### src/rtl/mem_arbiter.sv
// mem_arbiter: two-port round-robin arbiter in front of a single-ported synchronous memory.
//
// Port 0 (i_*) is a read-only instruction-fetch port. Port 1 (d_*) is a load/store port.
// Each transaction goes IDLE -> ACCESS -> WAIT -> RESP. A misaligned address skips the memory
// and goes straight from IDLE to RESP, returning an error.
//
// Ports:
//   clk, rst_n                  clock and asynchronous active-low reset
//   i_req, i_addr               fetch request and byte address
//   i_ack, i_err, i_rdata       fetch completion pulse, error flag and read data
//   d_req, d_we, d_addr,        data request, write enable, byte address,
//   d_wdata, d_wstrb            store data and byte enables
//   d_ack, d_err, d_rdata       data completion pulse, error flag and read data
//   mem_en, mem_we, mem_wstrb,  memory strobe, write enable, byte enables,
//   mem_addr, mem_wdata         word address and write data
//   mem_rdata                   memory read data, valid the cycle after mem_en
//   busy                        high whenever the FSM is not idle
module mem_arbiter #(
    parameter int unsigned DW     = 32,
    parameter int unsigned MEM_AW = 10
) (
    input  logic              clk,
    input  logic              rst_n,
    input  logic              i_req,
    input  logic [DW-1:0]     i_addr,
    output logic              i_ack,
    output logic              i_err,
    output logic [DW-1:0]     i_rdata,
    input  logic              d_req,
    input  logic              d_we,
    input  logic [DW-1:0]     d_addr,
    input  logic [DW-1:0]     d_wdata,
    input  logic [3:0]        d_wstrb,
    output logic              d_ack,
    output logic              d_err,
    output logic [DW-1:0]     d_rdata,
    output logic              mem_en,
    output logic              mem_we,
    output logic [3:0]        mem_wstrb,
    output logic [MEM_AW-1:0] mem_addr,
    output logic [DW-1:0]     mem_wdata,
    input  logic [DW-1:0]     mem_rdata,
    output logic              busy
);

    typedef enum logic [1:0] {StIdle, StAccess, StWait, StResp} state_e;

    state_e state_q, state_d;
    logic   gnt_q, gnt_d;    // granted port: 0 = fetch, 1 = data
    logic   last_q, last_d;  // port granted by the last completed transaction
    logic   wr_q, wr_d;      // current transaction is a store

    logic              mem_en_q, mem_en_d;
    logic              mem_we_q, mem_we_d;
    logic [3:0]        mem_wstrb_q, mem_wstrb_d;
    logic [MEM_AW-1:0] mem_addr_q, mem_addr_d;
    logic [DW-1:0]     mem_wdata_q, mem_wdata_d;
    logic              i_ack_q, i_ack_d, i_err_q, i_err_d;
    logic              d_ack_q, d_ack_d, d_err_q, d_err_d;
    logic [DW-1:0]     i_rdata_q, i_rdata_d, d_rdata_q, d_rdata_d;
    logic              busy_q, busy_d;

    // Grant candidate: a lone requester wins; on a tie the port not granted last wins.
    logic          sel;
    logic [DW-1:0] sel_addr;
    logic          sel_we;
    logic          misaligned;

    assign sel        = (i_req && d_req) ? ~last_q : d_req;
    assign sel_addr   = sel ? d_addr : i_addr;
    assign sel_we     = sel & d_we;
    assign misaligned = (sel_addr[1:0] != 2'b00);

    // Address bits above the memory window are ignored.
    logic unused_addr_bits;
    assign unused_addr_bits = ^sel_addr[DW-1:MEM_AW+2];

    always_comb begin
        state_d     = state_q;
        gnt_d       = gnt_q;
        last_d      = last_q;
        wr_d        = wr_q;
        mem_en_d    = 1'b0;
        mem_we_d    = 1'b0;
        mem_wstrb_d = '0;
        mem_addr_d  = '0;
        mem_wdata_d = '0;
        i_ack_d     = 1'b0;
        i_err_d     = 1'b0;
        i_rdata_d   = '0;
        d_ack_d     = 1'b0;
        d_err_d     = 1'b0;
        d_rdata_d   = '0;

        unique case (state_q)
            StIdle: begin
                if (i_req || d_req) begin
                    gnt_d = sel;
                    wr_d  = sel_we;
                    if (misaligned) begin
                        // Error response without touching memory.
                        state_d = StResp;
                        i_ack_d = ~sel;
                        i_err_d = ~sel;
                        d_ack_d = sel;
                        d_err_d = sel;
                    end else begin
                        state_d     = StAccess;
                        mem_en_d    = 1'b1;
                        mem_we_d    = sel_we;
                        mem_wstrb_d = sel_we ? d_wstrb : 4'b0000;
                        mem_addr_d  = sel_addr[MEM_AW+1:2];
                        mem_wdata_d = sel_we ? d_wdata : '0;
                    end
                end
            end
            StAccess: begin
                state_d = StWait;
            end
            StWait: begin
                // mem_rdata is valid now; latch it straight into the response register.
                state_d = StResp;
                i_ack_d = ~gnt_q;
                d_ack_d = gnt_q;
                if (!wr_q) begin
                    if (gnt_q) begin
                        d_rdata_d = mem_rdata;
                    end else begin
                        i_rdata_d = mem_rdata;
                    end
                end
            end
            StResp: begin
                state_d = StIdle;
                last_d  = gnt_q;
            end
            default: begin
                state_d = StIdle;
            end
        endcase

        busy_d = (state_d != StIdle);
    end

    always_ff @(posedge clk or negedge rst_n) begin
        if (!rst_n) begin
            state_q     <= StIdle;
            gnt_q       <= 1'b0;
            last_q      <= 1'b1;
            wr_q        <= 1'b0;
            mem_en_q    <= 1'b0;
            mem_we_q    <= 1'b0;
            mem_wstrb_q <= '0;
            mem_addr_q  <= '0;
            mem_wdata_q <= '0;
            i_ack_q     <= 1'b0;
            i_err_q     <= 1'b0;
            i_rdata_q   <= '0;
            d_ack_q     <= 1'b0;
            d_err_q     <= 1'b0;
            d_rdata_q   <= '0;
            busy_q      <= 1'b0;
        end else begin
            state_q     <= state_d;
            gnt_q       <= gnt_d;
            last_q      <= last_d;
            wr_q        <= wr_d;
            mem_en_q    <= mem_en_d;
            mem_we_q    <= mem_we_d;
            mem_wstrb_q <= mem_wstrb_d;
            mem_addr_q  <= mem_addr_d;
            mem_wdata_q <= mem_wdata_d;
            i_ack_q     <= i_ack_d;
            i_err_q     <= i_err_d;
            i_rdata_q   <= i_rdata_d;
            d_ack_q     <= d_ack_d;
            d_err_q     <= d_err_d;
            d_rdata_q   <= d_rdata_d;
            busy_q      <= busy_d;
        end
    end

    assign i_ack     = i_ack_q;
    assign i_err     = i_err_q;
    assign i_rdata   = i_rdata_q;
    assign d_ack     = d_ack_q;
    assign d_err     = d_err_q;
    assign d_rdata   = d_rdata_q;
    assign mem_en    = mem_en_q;
    assign mem_we    = mem_we_q;
    assign mem_wstrb = mem_wstrb_q;
    assign mem_addr  = mem_addr_q;
    assign mem_wdata = mem_wdata_q;
    assign busy      = busy_q;

endmodule

### config.mk
export PLATFORM = sky130hd
export DESIGN_NAME = mem_arbiter
export DESIGN_NICKNAME = d
export VERILOG_FILES = /design/src/rtl/mem_arbiter.sv
export SDC_FILE = /design/constraint.sdc
export NUM_CORES = 1
export LEC_CHECK = 0
export CORE_MARGIN = 8
export CORE_UTILIZATION = 33
export DETAILED_ROUTE_END_ITERATION = 8
export PLACE_DENSITY_LB_ADDON = 0.2
export SETUP_SLACK_MARGIN = 0.02
export SLEW_MARGIN = 20
export SYNTH_ARGS = -nofsm -noshare
export SYNTH_HDL_FRONTEND = slang
export SYNTH_SLANG_ARGS = --single-unit
### constraint.sdc
create_clock -name clk -period 1.35 [get_ports clk]
set_input_delay 0.2025 -clock clk [delete_from_list [all_inputs] [get_ports clk]]
set_output_delay 0.2025 -clock clk [all_outputs]
set_load 0.005 [all_outputs]
# Yosys cells after proc, flatten, opt, wreduce, memory -nomap -nowiden
# Cells that the tools add are included.
dict set report word_totals {
  ff_bits 122
  inputBits 137
  output_inout_bits 117
  wordCells 65
}
dict set report classes {
  n_eq_ne 3
  muxes 36
  bitwise_logic 4
  reduce_logical 6
}
# cell n
set op_table {}
lappend op_table {{$mux 32} 10}
lappend op_table {{$mux 10} 3}
lappend op_table {{$mux 4} 4}
lappend op_table {{$mux 1} 13}
lappend op_table {{$mux 12} 1}
lappend op_table {{$pmux 2 s4} 1}
lappend op_table {{$eq 2x2->1 const B} 2}
lappend op_table {{$mux 2} 2}
lappend op_table {{$pmux 1 s2} 2}
lappend op_table {{$reduce_bool 2->1} 2}
lappend op_table {{$not 1->1} 3}
lappend op_table {{$eq 2x1->1 const B} 1}
lappend op_table {{$logic_not 2->1} 1}
lappend op_table {{$reduce_and 2->1} 1}
lappend op_table {{$and 1x1->1} 1}
lappend op_table {{$logic_and 1x1->1} 1}
lappend op_table {{$logic_or 1x1->1} 1}

# Logic depth before layout (Yosys ltp)
# Gate-level depths: netlist of the first run.
dict set report depth {
  word_depth 8
  ltp_mapped 7
  depth_no_buf 5
}

# Worst setup path before layout of the first run
# OpenSTA, ideal clock, no wires.
dict set report synth_path {
  path_kind {flip-flop to flip-flop}
  start {reg state_q[1]}
  end {reg mem_addr_q[0] (netlist: mem_addr[0])}
  setup_ns 0.136
  arrival_ns 1.268
  required_time_ns 1.214
  path_slack_ns -0.054
  stages_incl_launch_ff 7
  path_buffers 2
  synth_period_minus_slack_ns 1.404
  path_cell_list {dfrtp_1 > inv_1 > ha_1 > buf_2 > o21ai_1 > clkbuf_1 > a21oi_1}
}
dict set report synth_via {
  elab_chain_len 2
}
# item line
set synth_lines {}
lappend synth_lines {{from (decl)} 48} ;# state_e state_q, state_d;
lappend synth_lines {{from (signal assigned)} 147} ;# state_q <= StIdle;
lappend synth_lines {{from (signal assigned)} 164} ;# state_q <= state_d;
lappend synth_lines {{$logic_not 2->1} 95} ;# unique case (state_q)
lappend synth_lines {{$mux 10} 95}
lappend synth_lines {{net mem_addr_d[0]} 56} ;# logic [MEM_AW-1:0] mem_addr_q, mem_addr_d;
lappend synth_lines {{to (signal assigned)} 171} ;# mem_addr_q <= mem_addr_d;
lappend synth_lines {{to (decl)} 56}
# The timed path passes the listed nets, and every way through them passes these cells.
# A chain may end at the register's enable or synchronous reset.

# Worst setup path in the final report of the first run
dict set report layout_path {
  start {reg state_q[1]}
  end {reg mem_wdata_q[1] (netlist: mem_wdata[1])}
}
dict set report layout_via {
  elab_chain_len 2
}
# item line
set layout_lines {}
lappend layout_lines {{$logic_not 2->1} 95}
lappend layout_lines {{$mux 32} 95}
lappend layout_lines {{net mem_wdata_d[1]} 57} ;# logic [DW-1:0] mem_wdata_q, mem_wdata_d;
lappend layout_lines {{to (signal assigned)} 172} ;# mem_wdata_q <= mem_wdata_d;
lappend layout_lines {{to (decl)} 57}
# The timed path passes the listed nets, and every way through them passes these cells.

==> run_results.csv, run 1 <==
group,metric,value,unit
status,status,"completed",
timing,post-route-period-util,96.9,%
die,ios,254,
place,routabilityCongestion,0.747,
routing,ant_nets,0,
die,rows,41,
timing,finalCriticalPeriod,1310,ps
timing,rsz0062_at_grt,"yes",
routing,vias,3267,
logic_synthesis,ys_ff_latch,122,
logic_synthesis,synthDistinctLibCells,25,
setup_path,cp_data_arrival_time,1650,ps
place,dp_cells,719,
logic_synthesis,yosys.area_share.simple,20.1,%
timing,maxSlewViolCount,0,
cts,insertion_delay,410,ps
cts,cts_sinks,122,
logic_synthesis,synth_area,0.00419,mm^2
power,power_per_cell_area,1610,mW/mm^2
cts,cts_tree,"built",
power,p_leak,3.85,nW
die,die_area,0.0166,mm^2
logic_synthesis,avgSynthCellArea,12.5,um^2
job,cap_violations,0,
setup_path,start_kind,"flip-flop",
logic_synthesis,synth_mux_area_share,0.537,%
timing,fin_setup_tns,0,ps
place,port_buffers,213,
final_layout,layout_common_cells,"121 x dfrtp_1, 117 x dlygate4sd2_1, 95 x clkdlybuf4s50_1",
grt,overflow,0,
logic_synthesis,synth_fa_ha_area_share,0.895,%
cts,cts-buffers-inserted,17,
cts,htree_levels,4,
die,die_w,129,um
routing,route.detailed.drc,0,
cts,cts_root_buffer,"clkbuf_16",
timing,finalClockSkew,8.32,ps
routing,drt-wirelength-per-cell,17.4,um
routing,firstDrtPassIters,4,
routing,vias_per_cell,4.32,
routing,drt-total-wl,13200,um
final_layout,drive_gt1_share,11.1,%
setup_path,crit_fanout,19,
grt,antenna_found_initial,0,
logic_synthesis,syn_nets,476,
logic_synthesis,synth_top_family_by_area,"simple AND/OR/NAND/NOR gates",
setup_path,end_kind,"flip-flop",
setup_path,worstPathRequired,1690,ps
timing,tightest_slew,355,ps
routing,drt_iter0_markers,116,
timing,finalSetupViolations,0,
cts,clk_path_buf_depth,2,
die,die-height,129,um
place,hpwl,9590,um
timing,final_hold_viol_count,0,
setup_path,path_class,"flip-flop to flip-flop",
power,peakVddDrop,972,uV
logic_synthesis,synth_warnings,0,
grt,grt_pass1_vias,3481,
worst_hold_path,min_path_type,"input port to asynchronous set/reset pin",
timing,clock.fmax,764,MHz
grt,grt_pass1_wl,20400,um
final_layout,fin_cells,757,
logic_synthesis,synth_xor_area_share,0,%
die,core,0.0125,mm^2
power,p_total,11.6,mW
grt,grt_max_degree,41,
logic_synthesis,netlist_instances,336,
cts,path_clk_slew,60,ps
logic_synthesis,synth_compound_gate_area_share,2.89,%
grt,gr-usage-all-layers,16.4,%
logic_synthesis,ys_seq_area_share,72.8,%
final_layout,area_growth,71.7,%
timing,relSlewSlack,76.2,%
die,start_util,33.5,%
final_layout,num_antenna_cells,0,
final_layout,final_nets,712,
final_layout,final_common_cell,"dfrtp_1",
-- cell type report --
cell class              instances  area (um^2)
clock inverters                 6         60.1
repair buffers                237         2290
well taps                     172          215
fillers                      1130         5320
flip-flops and latches        122         3050
multi-input cells             191         1050
clock buffers                  26          519
inverters                       3         11.3
-- worst paths after layout --
path / from / endpoint / slack [ps] / cells past startpoint
worst max-delay path: state_q[1] / mem_wdata[1] / 40 / 5
worst min-delay path: rst_n / mem_we / 280 / 2
worst max register to register: state_q[1] / mem_wdata[1] / 40 / 5
worst min register to register: gnt_q / gnt_q / 550 / 2
max in group asynchronous: rst_n / d_rdata[10] / 550 / 3
min in group clk: d_addr[6] / mem_addr[4] / 350 / 3
-- power breakdown --
part	internal (mW)	switching (mW)	total [mW]	leakage, nW
clock	2.81	1.50	4.31	0.282
combinational	1.49	1.43	2.92	1.90
sequential	4.19	0.176	4.37	1.67
total	8.50	3.10	11.6	3.85
-- sequential cells by signal (all words and copies together), names as in the netlist --
name	cells
busy	1
mem_addr	10
d_err	1
state_q	2
d_ack	1
mem_we	1
last_q	1
i_err	1
i_rdata	32
i_ack	1
mem_wstrb	4
d_rdata	32
wr_q	1
gnt_q	1
mem_wdata	32
mem_en	1
-- synth_stat cells, drive strengths merged --
cell	instances	area, um^2
nand2b	34	213
and4	1	8.76
a32oi	1	8.76
and2	36	225
ha	3	37.5
inv	3	11.3
a21oi	11	55.1
a21boi	1	18.8
mux2	2	22.5
buf	7	56.3
nor3	2	10.0
nand2	4	15.0
nor2b	1	6.26
a32o	1	10.0
a21bo	1	10.0
dfstp	1	26.3
dfrtp	121	3030
nand3	21	105
nor2	69	259
o221ai	1	8.76
clkbuf	13	48.8
o21ai	2	10.0
-- critical path, cell delays in order, from the launching register on --
cell     delay (ps)
dfrtp_1         420
inv_2            90
ha_4            150
and4_4          290
buf_12          160
and2_1          130
-- metrics by stage --
step	utilization [%]	instance area, um^2	setup WS (ps)	hold WS [ps]
after floorplan	-	4210	-2.48	-93.1
after global placement	53.3	6670	-203	121
after detailed placement	53.3	6670	-231	131
after CTS	57.4	7180	35.8	258
after global routing	57.5	7200	-29.1	280
final	57.5	7200	41.8	281
-- kinds of logic after synthesis --
group                      Yosys count
AOI/OAI and AO/OA                   18
adders and majority gates            3
buffers and inverters               23
DFF                                122
muxes                                2
and+or+nand+nor                    168
-- layer usage --
layer | vias up | part of all wire, % | track usage [%]
met5 | - | 0 | 0
met4 | 0 | 1.5 | 6.84
met2 | 137 | 51 | 27.9
met1 | 1580 | 38 | 18.0
met3 | 17 | 9.3 | 6.29
li1 | 1533 | - | -
-- repair_timing --
action / 4_1_cts / 5_1_grt
endpoints found under the setup margin: 154 / 49
buffers inserted: 3 / 1
cloned: 1 / 0
hold endpoints to repair: 16 / 0
resized for setup: 123 / 4
hold buffers: 1 / 0
pin swaps: 0 / 0
No activity file was read; power rests on OpenSTA's default activity.
==> inputs of run 2 (changes only) <==
Settings changed: CTS_CLUSTER_SIZE set to 14.
==> results of run 2 <==
Same layout as run 1: the final DEF is identical, and so are final timing and power.
